<file path="src/rtl/button_event_queue_if.sv">
// ----------------------------------------------------------------------------
// button_event_queue_if
// Purpose : valid/ready event channel between the button event queue and the
//           game controller.
// Signals :
//   ev_valid  queue is non-empty (driven by master)
//   ev_code   2-bit colour code of the head event (driven by master)
//   ev_ready  consumer accepts the head event (driven by slave)
// Modports:
//   master  event source (button_event_queue)
//   slave   event consumer (game controller)
// ----------------------------------------------------------------------------
interface button_event_queue_if;
  logic       ev_valid;
  logic       ev_ready;
  logic [1:0] ev_code;

  modport master (
    output ev_valid,
    output ev_code,
    input  ev_ready
  );

  modport slave (
    input  ev_valid,
    input  ev_code,
    output ev_ready
  );
endinterface

</file>
<file path="src/rtl/button_event_queue.sv">
// ----------------------------------------------------------------------------
// button_event_queue
// Purpose : turns clean single-button presses from four debounced button
//           levels into 2-bit colour events, queues up to two of them behind
//           a valid/ready handshake, rejects multi-button presses, drives
//           press-feedback LEDs and optionally flags player inactivity.
// Parameters:
//   TIMEOUT_W    width of the inactivity counter
//   TIMEOUT_MAX  idle cycles allowed in S_WAIT before timeout (1..2^W-1)
// Ports:
//   clk        system clock
//   n_reset    asynchronous active-low reset
//   btn[3:0]   debounced button levels, bit i is colour i
//   arm        player turn active; low returns to idle and flushes the queue
//   ev         event channel (master modport: ev_valid, ev_code out,
//              ev_ready in)
//   press_led  one-hot copy of the accepted held button
//   overflow   one-cycle pulse when a press is dropped on a full queue
//   timeout    one-cycle inactivity pulse
// Configuration macro:
//   BEQ_TIMEOUT_EN  when defined, compiles in the inactivity counter and the
//                   S_EXPIRED state; otherwise timeout is tied low and S_WAIT
//                   waits indefinitely.
// ----------------------------------------------------------------------------
module button_event_queue #(
  parameter int TIMEOUT_W   = 16,
  parameter int TIMEOUT_MAX = 50000
) (
  input  logic                 clk,
  input  logic                 n_reset,
  input  logic [3:0]           btn,
  input  logic                 arm,
  button_event_queue_if.master ev,
  output logic [3:0]           press_led,
  output logic                 overflow,
  output logic                 timeout
);

  // Reject illegal parameter combinations at elaboration time.
  generate
    if ((TIMEOUT_W < 1) || (TIMEOUT_W > 62) || (TIMEOUT_MAX < 1) ||
        (longint'(TIMEOUT_MAX) > ((64'sd1 <<< TIMEOUT_W) - 64'sd1))) begin : g_bad_cfg
      $error("button_event_queue: TIMEOUT_MAX out of range for TIMEOUT_W");
    end
  endgenerate

  typedef enum logic [2:0] {
    S_IDLE    = 3'd0,
    S_WAIT    = 3'd1,
    S_HELD    = 3'd2,
    S_MULTI   = 3'd3
`ifdef BEQ_TIMEOUT_EN
    ,S_EXPIRED = 3'd4
`endif
  } state_t;

  // True when exactly one bit of the button vector is set.
  function automatic logic is_onehot(input logic [3:0] v);
    return (v != 4'd0) && ((v & (v - 4'd1)) == 4'd0);
  endfunction

  // Index of the set bit of a one-hot vector.
  function automatic logic [1:0] onehot_index(input logic [3:0] v);
    logic [1:0] idx;
    case (v)
      4'b0001: idx = 2'd0;
      4'b0010: idx = 2'd1;
      4'b0100: idx = 2'd2;
      4'b1000: idx = 2'd3;
      default: idx = 2'd0;
    endcase
    return idx;
  endfunction

  state_t     state_r;
  logic [3:0] press_led_r;

`ifdef BEQ_TIMEOUT_EN
  localparam logic [TIMEOUT_W-1:0] CNT_LAST = TIMEOUT_W'(TIMEOUT_MAX - 1);
  logic [TIMEOUT_W-1:0] cnt_r;
  logic                 timeout_r;
`endif

  // Queue storage: head_r is always the oldest entry, tail_r the second.
  logic [1:0] head_r;
  logic [1:0] tail_r;
  logic [1:0] count_r;
  logic       ev_valid_r;
  logic       overflow_r;

  logic       btn_none_s;
  logic       btn_one_s;
  logic [1:0] btn_idx_s;
  logic       push_s;
  logic       pop_s;
  logic [1:0] head_nxt_s;
  logic [1:0] tail_nxt_s;
  logic [1:0] count_nxt_s;
  logic       overflow_nxt_s;

  assign btn_none_s = (btn == 4'd0);
  assign btn_one_s  = is_onehot(btn);
  assign btn_idx_s  = onehot_index(btn);

  // A push is the S_WAIT -> S_HELD transition; a pop is the accepted head.
  assign push_s = arm && (state_r == S_WAIT) && btn_one_s;
  assign pop_s  = ev_valid_r && ev.ev_ready;

  // Press-capture FSM with registered LED and timeout outputs.
  always_ff @(posedge clk or negedge n_reset) begin
    if (!n_reset) begin
      state_r     <= S_IDLE;
      press_led_r <= 4'd0;
`ifdef BEQ_TIMEOUT_EN
      cnt_r       <= '0;
      timeout_r   <= 1'b0;
`endif
    end else begin
`ifdef BEQ_TIMEOUT_EN
      timeout_r <= 1'b0;
`endif
      if (!arm) begin
        state_r     <= S_IDLE;
        press_led_r <= 4'd0;
      end else begin
        case (state_r)
          S_IDLE: begin
            // A press is only accepted after every button has been released.
            if (btn_none_s) begin
              state_r <= S_WAIT;
`ifdef BEQ_TIMEOUT_EN
              cnt_r   <= '0;
`endif
            end else begin
              state_r <= S_MULTI;
            end
          end
          S_WAIT: begin
            if (btn_one_s) begin
              state_r     <= S_HELD;
              press_led_r <= btn;
            end else if (!btn_none_s) begin
              state_r <= S_MULTI;
`ifdef BEQ_TIMEOUT_EN
            end else if (cnt_r == CNT_LAST) begin
              state_r   <= S_EXPIRED;
              timeout_r <= 1'b1;
            end else begin
              cnt_r <= cnt_r + {{(TIMEOUT_W-1){1'b0}}, 1'b1};
`else
            end else begin
              state_r <= S_WAIT;
`endif
            end
          end
          S_HELD: begin
            // Extra buttons pressed while holding are ignored.
            if (btn_none_s) begin
              state_r     <= S_WAIT;
              press_led_r <= 4'd0;
`ifdef BEQ_TIMEOUT_EN
              cnt_r       <= '0;
`endif
            end else begin
              state_r <= S_HELD;
            end
          end
          S_MULTI: begin
            if (btn_none_s) begin
              state_r <= S_WAIT;
`ifdef BEQ_TIMEOUT_EN
              cnt_r   <= '0;
`endif
            end else begin
              state_r <= S_MULTI;
            end
          end
`ifdef BEQ_TIMEOUT_EN
          S_EXPIRED: begin
            // Only arm going low leaves this state.
            state_r <= S_EXPIRED;
          end
`endif
          default: begin
            state_r     <= S_IDLE;
            press_led_r <= 4'd0;
          end
        endcase
      end
    end
  end

  // Next-state logic of the two-entry queue; flush wins over push and pop.
  always_comb begin
    head_nxt_s     = head_r;
    tail_nxt_s     = tail_r;
    count_nxt_s    = count_r;
    overflow_nxt_s = 1'b0;
    if (!arm) begin
      count_nxt_s = 2'd0;
    end else begin
      case ({push_s, pop_s})
        2'b10: begin
          case (count_r)
            2'd0: begin
              head_nxt_s  = btn_idx_s;
              count_nxt_s = 2'd1;
            end
            2'd1: begin
              tail_nxt_s  = btn_idx_s;
              count_nxt_s = 2'd2;
            end
            default: begin
              // Full with no pop: drop the event, contents unchanged.
              overflow_nxt_s = 1'b1;
            end
          endcase
        end
        2'b01: begin
          // Head is left untouched when emptying so ev_code holds.
          if (count_r == 2'd2) begin
            head_nxt_s = tail_r;
          end else begin
            head_nxt_s = head_r;
          end
          count_nxt_s = count_r - 2'd1;
        end
        2'b11: begin
          if (count_r == 2'd1) begin
            head_nxt_s = btn_idx_s;
          end else begin
            head_nxt_s = tail_r;
            tail_nxt_s = btn_idx_s;
          end
        end
        default: begin
          count_nxt_s = count_r;
        end
      endcase
    end
  end

  // Queue registers and registered handshake/overflow outputs.
  always_ff @(posedge clk or negedge n_reset) begin
    if (!n_reset) begin
      head_r     <= 2'd0;
      tail_r     <= 2'd0;
      count_r    <= 2'd0;
      ev_valid_r <= 1'b0;
      overflow_r <= 1'b0;
    end else begin
      head_r     <= head_nxt_s;
      tail_r     <= tail_nxt_s;
      count_r    <= count_nxt_s;
      ev_valid_r <= (count_nxt_s != 2'd0);
      overflow_r <= overflow_nxt_s;
    end
  end

  assign ev.ev_valid = ev_valid_r;
  assign ev.ev_code  = head_r;
  assign press_led   = press_led_r;
  assign overflow    = overflow_r;
`ifdef BEQ_TIMEOUT_EN
  assign timeout     = timeout_r;
`else
  assign timeout     = 1'b0;
`endif

endmodule

</file>
<file path="src/flat_wrapper.sv">
// flat-port wrapper written by rule: the top's interface ports become plain ports
module button_event_queue_flat 
#(
  parameter int TIMEOUT_W   = 16,
  parameter int TIMEOUT_MAX = 50000
)
  (clk, n_reset, btn, arm, press_led, overflow, timeout, ev_ev_valid, ev_ev_code, ev_ev_ready);
  button_event_queue_if ev_i ();
  input  logic clk;
  input  logic n_reset;
  input  logic [3:0] btn;
  input  logic arm;
  output logic [3:0] press_led;
  output logic overflow;
  output logic timeout;
  output wire logic [$bits(ev_i.ev_valid)-1:0] ev_ev_valid;
  output wire logic [$bits(ev_i.ev_code)-1:0] ev_ev_code;
  input wire logic [$bits(ev_i.ev_ready)-1:0] ev_ev_ready;
  assign ev_ev_valid = ev_i.ev_valid;
  assign ev_ev_code = ev_i.ev_code;
  assign ev_i.ev_ready = ev_ev_ready;
  button_event_queue #(.TIMEOUT_W(TIMEOUT_W), .TIMEOUT_MAX(TIMEOUT_MAX)) u_core (.clk(clk), .n_reset(n_reset), .btn(btn), .arm(arm), .ev(ev_i), .press_led(press_led), .overflow(overflow), .timeout(timeout));
endmodule
</file>
<file path="config.mk">
export PLATFORM = sky130hd
export DESIGN_NAME = button_event_queue_flat
export DESIGN_NICKNAME = d
export VERILOG_FILES = /design/src/rtl/button_event_queue_if.sv /design/src/rtl/button_event_queue.sv /design/src/flat_wrapper.sv
export SDC_FILE = /design/constraint.sdc
export NUM_CORES = 1
export LEC_CHECK = 0
export CAP_MARGIN = 40
export CELL_PAD_IN_SITES_DETAIL_PLACEMENT = 1
export CELL_PAD_IN_SITES_GLOBAL_PLACEMENT = 1
export CORE_MARGIN = 2
export CORE_UTILIZATION = 30
export DETAILED_ROUTE_END_ITERATION = 16
export PLACE_DENSITY = 0.72
export SLEW_MARGIN = 15
export SYNTH_ARGS = -nofsm -noshare
export SYNTH_HDL_FRONTEND = slang
export SYNTH_SLANG_ARGS = --single-unit
</file>
<file path="constraint.sdc">
create_clock -name clk -period 1.77 [get_ports clk]
set_clock_uncertainty 0.1 [all_clocks]
set_input_delay 0.177 -clock clk [delete_from_list [all_inputs] [get_ports clk]]
set_output_delay 0.177 -clock clk [all_outputs]
set_load 0.02 [all_outputs]
</file>
==> metrics.csv <==
stage,metric,value,unit
placed_design,Setup WS pre-CTS,-776.7,ps
worst_setup_path,Critical Path Sink Type,register,
clock_tree,clk_lat worst skew,300,ps
layout,P&R area growth vs syn,66.04,%
clock_tree,cts hold-fix bufs,0,
clock_tree,CTS H-tree depth,1,
synth,Syn Nets,112,
layout,layout cells sized above 1,0.5177,
sta,final setup fails,4,
pwr,PD cells,1029,nW/µm²
synth,most frequent cell after synthesis,dfrtp_1,
worst_setup_path,WS Path Type,register to register,
outcome,status,"complete, but fails checks",
floorplanning,Rows,20,
placed_design,Detailed Place HPWL,2086,µm
global_routing,Total Routing Usage GR,0.1848,
layout,Sequential cell area,350.3,µm²
floorplanning,core area,3003,µm²
synth,Synth top cells by count,"dfrtp_1, ha_1, inv_1",
layout,fin area,1554,µm²
synth,Yosys cell types,35,
synth,post-synthesis sequential area ratio,0.3743,
global_routing,initial antenna violation count,0,
floorplanning,die area,3583,µm²
sta,unrepaired setup endpoints after global routing,yes,
layout,# nets final,160,
synth,Syn Area/Cell,9.956,µm²
sta,max-slew violations,0,
sta,worst setup margin,-83.94,ps
global_routing,met1 Usage GRT,0.2024,
flow_run,Max-Cap Viols,0,
clock_tree,CTS tree,built,
sta,Fin. Hold Viols,0,
worst_setup_path,Worst Path Max Fanout,3,
placed_design,Area after DPL,1369,µm²
synth,predominant post-synthesis flop cell,dfrtp_1,
route,DRT Wirelength,2836,µm
synth,Synth top area share,0.3743,
sta,period utilization,1.047,
route,Antenna Nets Post-Route,0,
worst_setup_path,Worst Path Arrival,1950,ps
global_routing,Most Crowded Layer GR,met2,
floorplanning,initial core utilization,0.3117,
route,Iter 0 DRT Violations,45,
synth,Area contributors post-synth,"dfrtp_1, ha_1, inv_1",
floorplanning,IO Pins,17,
floorplanning,Die Height,59.86,µm
sta,Min Hold Slack,84.25,ps
synth,"area leader, netlist",dfrtp_1,
pwr,Peak supply drop,0.7068,mV
worst_setup_path,CP Data Required Time,1870,ps
route,Vias,886,
sta,f_max,539.4,MHz
global_routing,grt met2 use,0.3370,
clock_tree,clock root buffer,clkbuf_4,
route,DRC viols,0,
synth,Synth Cell Area,935.9,µm²
layout,diode count,0,
synth,Yosys reg bits,14,
pwr,Pwr Total,0.001598,W
placed_design,GPL Wtd Cong,0.8133,
route,post-DR vias/cell,5.092,
global_routing,met3 usage,0.03896,
global_routing,GRT overflow,0,
synth,post-synthesis cell count,94,
min_path,hold crit path type,primary input to async pin,
worst_setup_path,CP Launch Type,register,
global_routing,number of global-route vias before repair,960,
clock_tree,clock-pin slew on the worst setup and hold paths,100,ps
layout,fillers,333,
placed_design,port bufs,15,
route,first-pass iteration count of the detailed router,4,
global_routing,first-pass GRT wire length,4761,µm
synth,Post-synth EDFFs,0,
synth,Post-synth ARST share,1.000,
layout,multi-input logic area,718.2,µm²
outcome,failing checks,negative setup slack,
clock_tree,CTS Buf Count,3,
pwr,Static Leak,0.7281,nW
clock_tree,maximum clock insertion buffer count,2,
synth,synth warn,0,
route,wire length per cell,16.30,µm
floorplanning,Die Wd,59.86,µm
sta,fin crit period,1854,ps
global_routing,largest net degree at the start of global routing,15,
clock_tree,Sink Count,14,
==> worst max-delay path: stages (launching register included) <==
cell and delay [ps]:
dfrtp_1 390, inv_2 70, ha_4 150, nand2_4 50
nor2b_4 190, ha_4 180, nand2_2 60, nor2_2 140
o21ai_2 110, mux2_4 300
==> routing by layer <==
layer | vias to the layer above | wire length, µm
met1 | 433 | 1139
met4 | 0 | 67
met5 | - | 0
li1 | 430 | -
met2 | 19 | 1549
met3 | 4 | 79
==> path summary, 6_finish.rpt <==
check	startpoint	endpoint	slack (ps)	depth (start not counted)
max in group asynchronous	n_reset	u_core.state_r[0]	1290	2
worst min-delay path	n_reset	u_core.tail_r[0]	80	2
worst max register to register	u_core.state_r[1]	u_core.tail_r[0]	-80	9
worst min register to register	u_core.ev.ev_code[0]	u_core.ev.ev_code[0]	420	2
min in group clk	btn[0]	u_core.press_led[1]	280	4
worst max-delay path	u_core.state_r[1]	u_core.tail_r[0]	-80	9
==> flip-flops by register name, indices dropped and copies added (netlist names) <==
signal and flops:
u_core.press_led 4, u_core.count_r 2, u_core.ev.ev_code 2, u_core.state_r 2
u_core.tail_r 2, u_core.ev.ev_valid 1, u_core.overflow 1
==> cell usage in the layout (no fill, tap or decap), types with 2 or more instances in the layout <==
master / synthesis / routed
a21o_1: 2 / 2
a21oi_2: 0 / 2
and3_1: 2 / 2
buf_4: 2 / 30
clkbuf_4: 0 / 3
clkdlybuf4s15_2: 0 / 2
clkdlybuf4s50_1: 0 / 10
dfrtp_1: 14 / 14
ha_1: 10 / 4
ha_2: 0 / 2
ha_4: 0 / 4
inv_1: 9 / 5
inv_2: 0 / 4
mux2_4: 0 / 2
nand2_1: 8 / 5
nand2_2: 0 / 2
nand3b_1: 2 / 2
nand4b_1: 2 / 2
nor2_1: 5 / 2
nor2_2: 0 / 2
nor2b_4: 0 / 2
o211a_1: 2 / 2
o21ai_0: 5 / 3
==> power by group <==
group	internal, W	total (W)	leakage (nW)	switching [W]
clock network	0.000125	0.000246	0.0210	0.000120
logic	0.000448	0.000901	0.520	0.000453
registers	0.000392	0.000452	0.187	0.0000602
total	0.000965	0.00160	0.728	0.000633
==> logic make-up (layout without fill, tap and decap cells) <==
kind of cell    count (synthesis)  in the layout  share of synthesized area
mux                             2              2                    0.02406
fa+ha+maj                      10             10                     0.1337
xor+xnor                        3              3                    0.02808
buf+inv                        11             58                    0.05213
simple gates                   30             30                     0.1818
compound gates                 23             23                     0.2019
flops                          14             14                     0.3743
other cells                     1              1                   0.004007
==> metrics by stage <==
stage               std cells  setup TNS (ps)    util
finish                    174          -208.0  0.5175
global route              174          -790.0  0.5175
CTS                       172          -102.4  0.4896
detailed placement        166           -5509  0.4558
global placement          166           -4315  0.4558
floorplan                  94          -25.37       -
==> cell type report <==
cell class / count / area share
multi-input combinational: 69 / 0.4622
timing repair buffer: 45 / 0.2407
sequential: 14 / 0.2254
tap: 33 / 0.02657
clock buffer: 4 / 0.02335
inverter: 9 / 0.02174
==> repair_timing <==
action	in CTS	in global routing
gates resized for setup	17	19
pin swaps	6	8
setup endpoints to repair	7	11
setup buffers	2	2
Note: power is estimated with default switching activity, not from simulation.
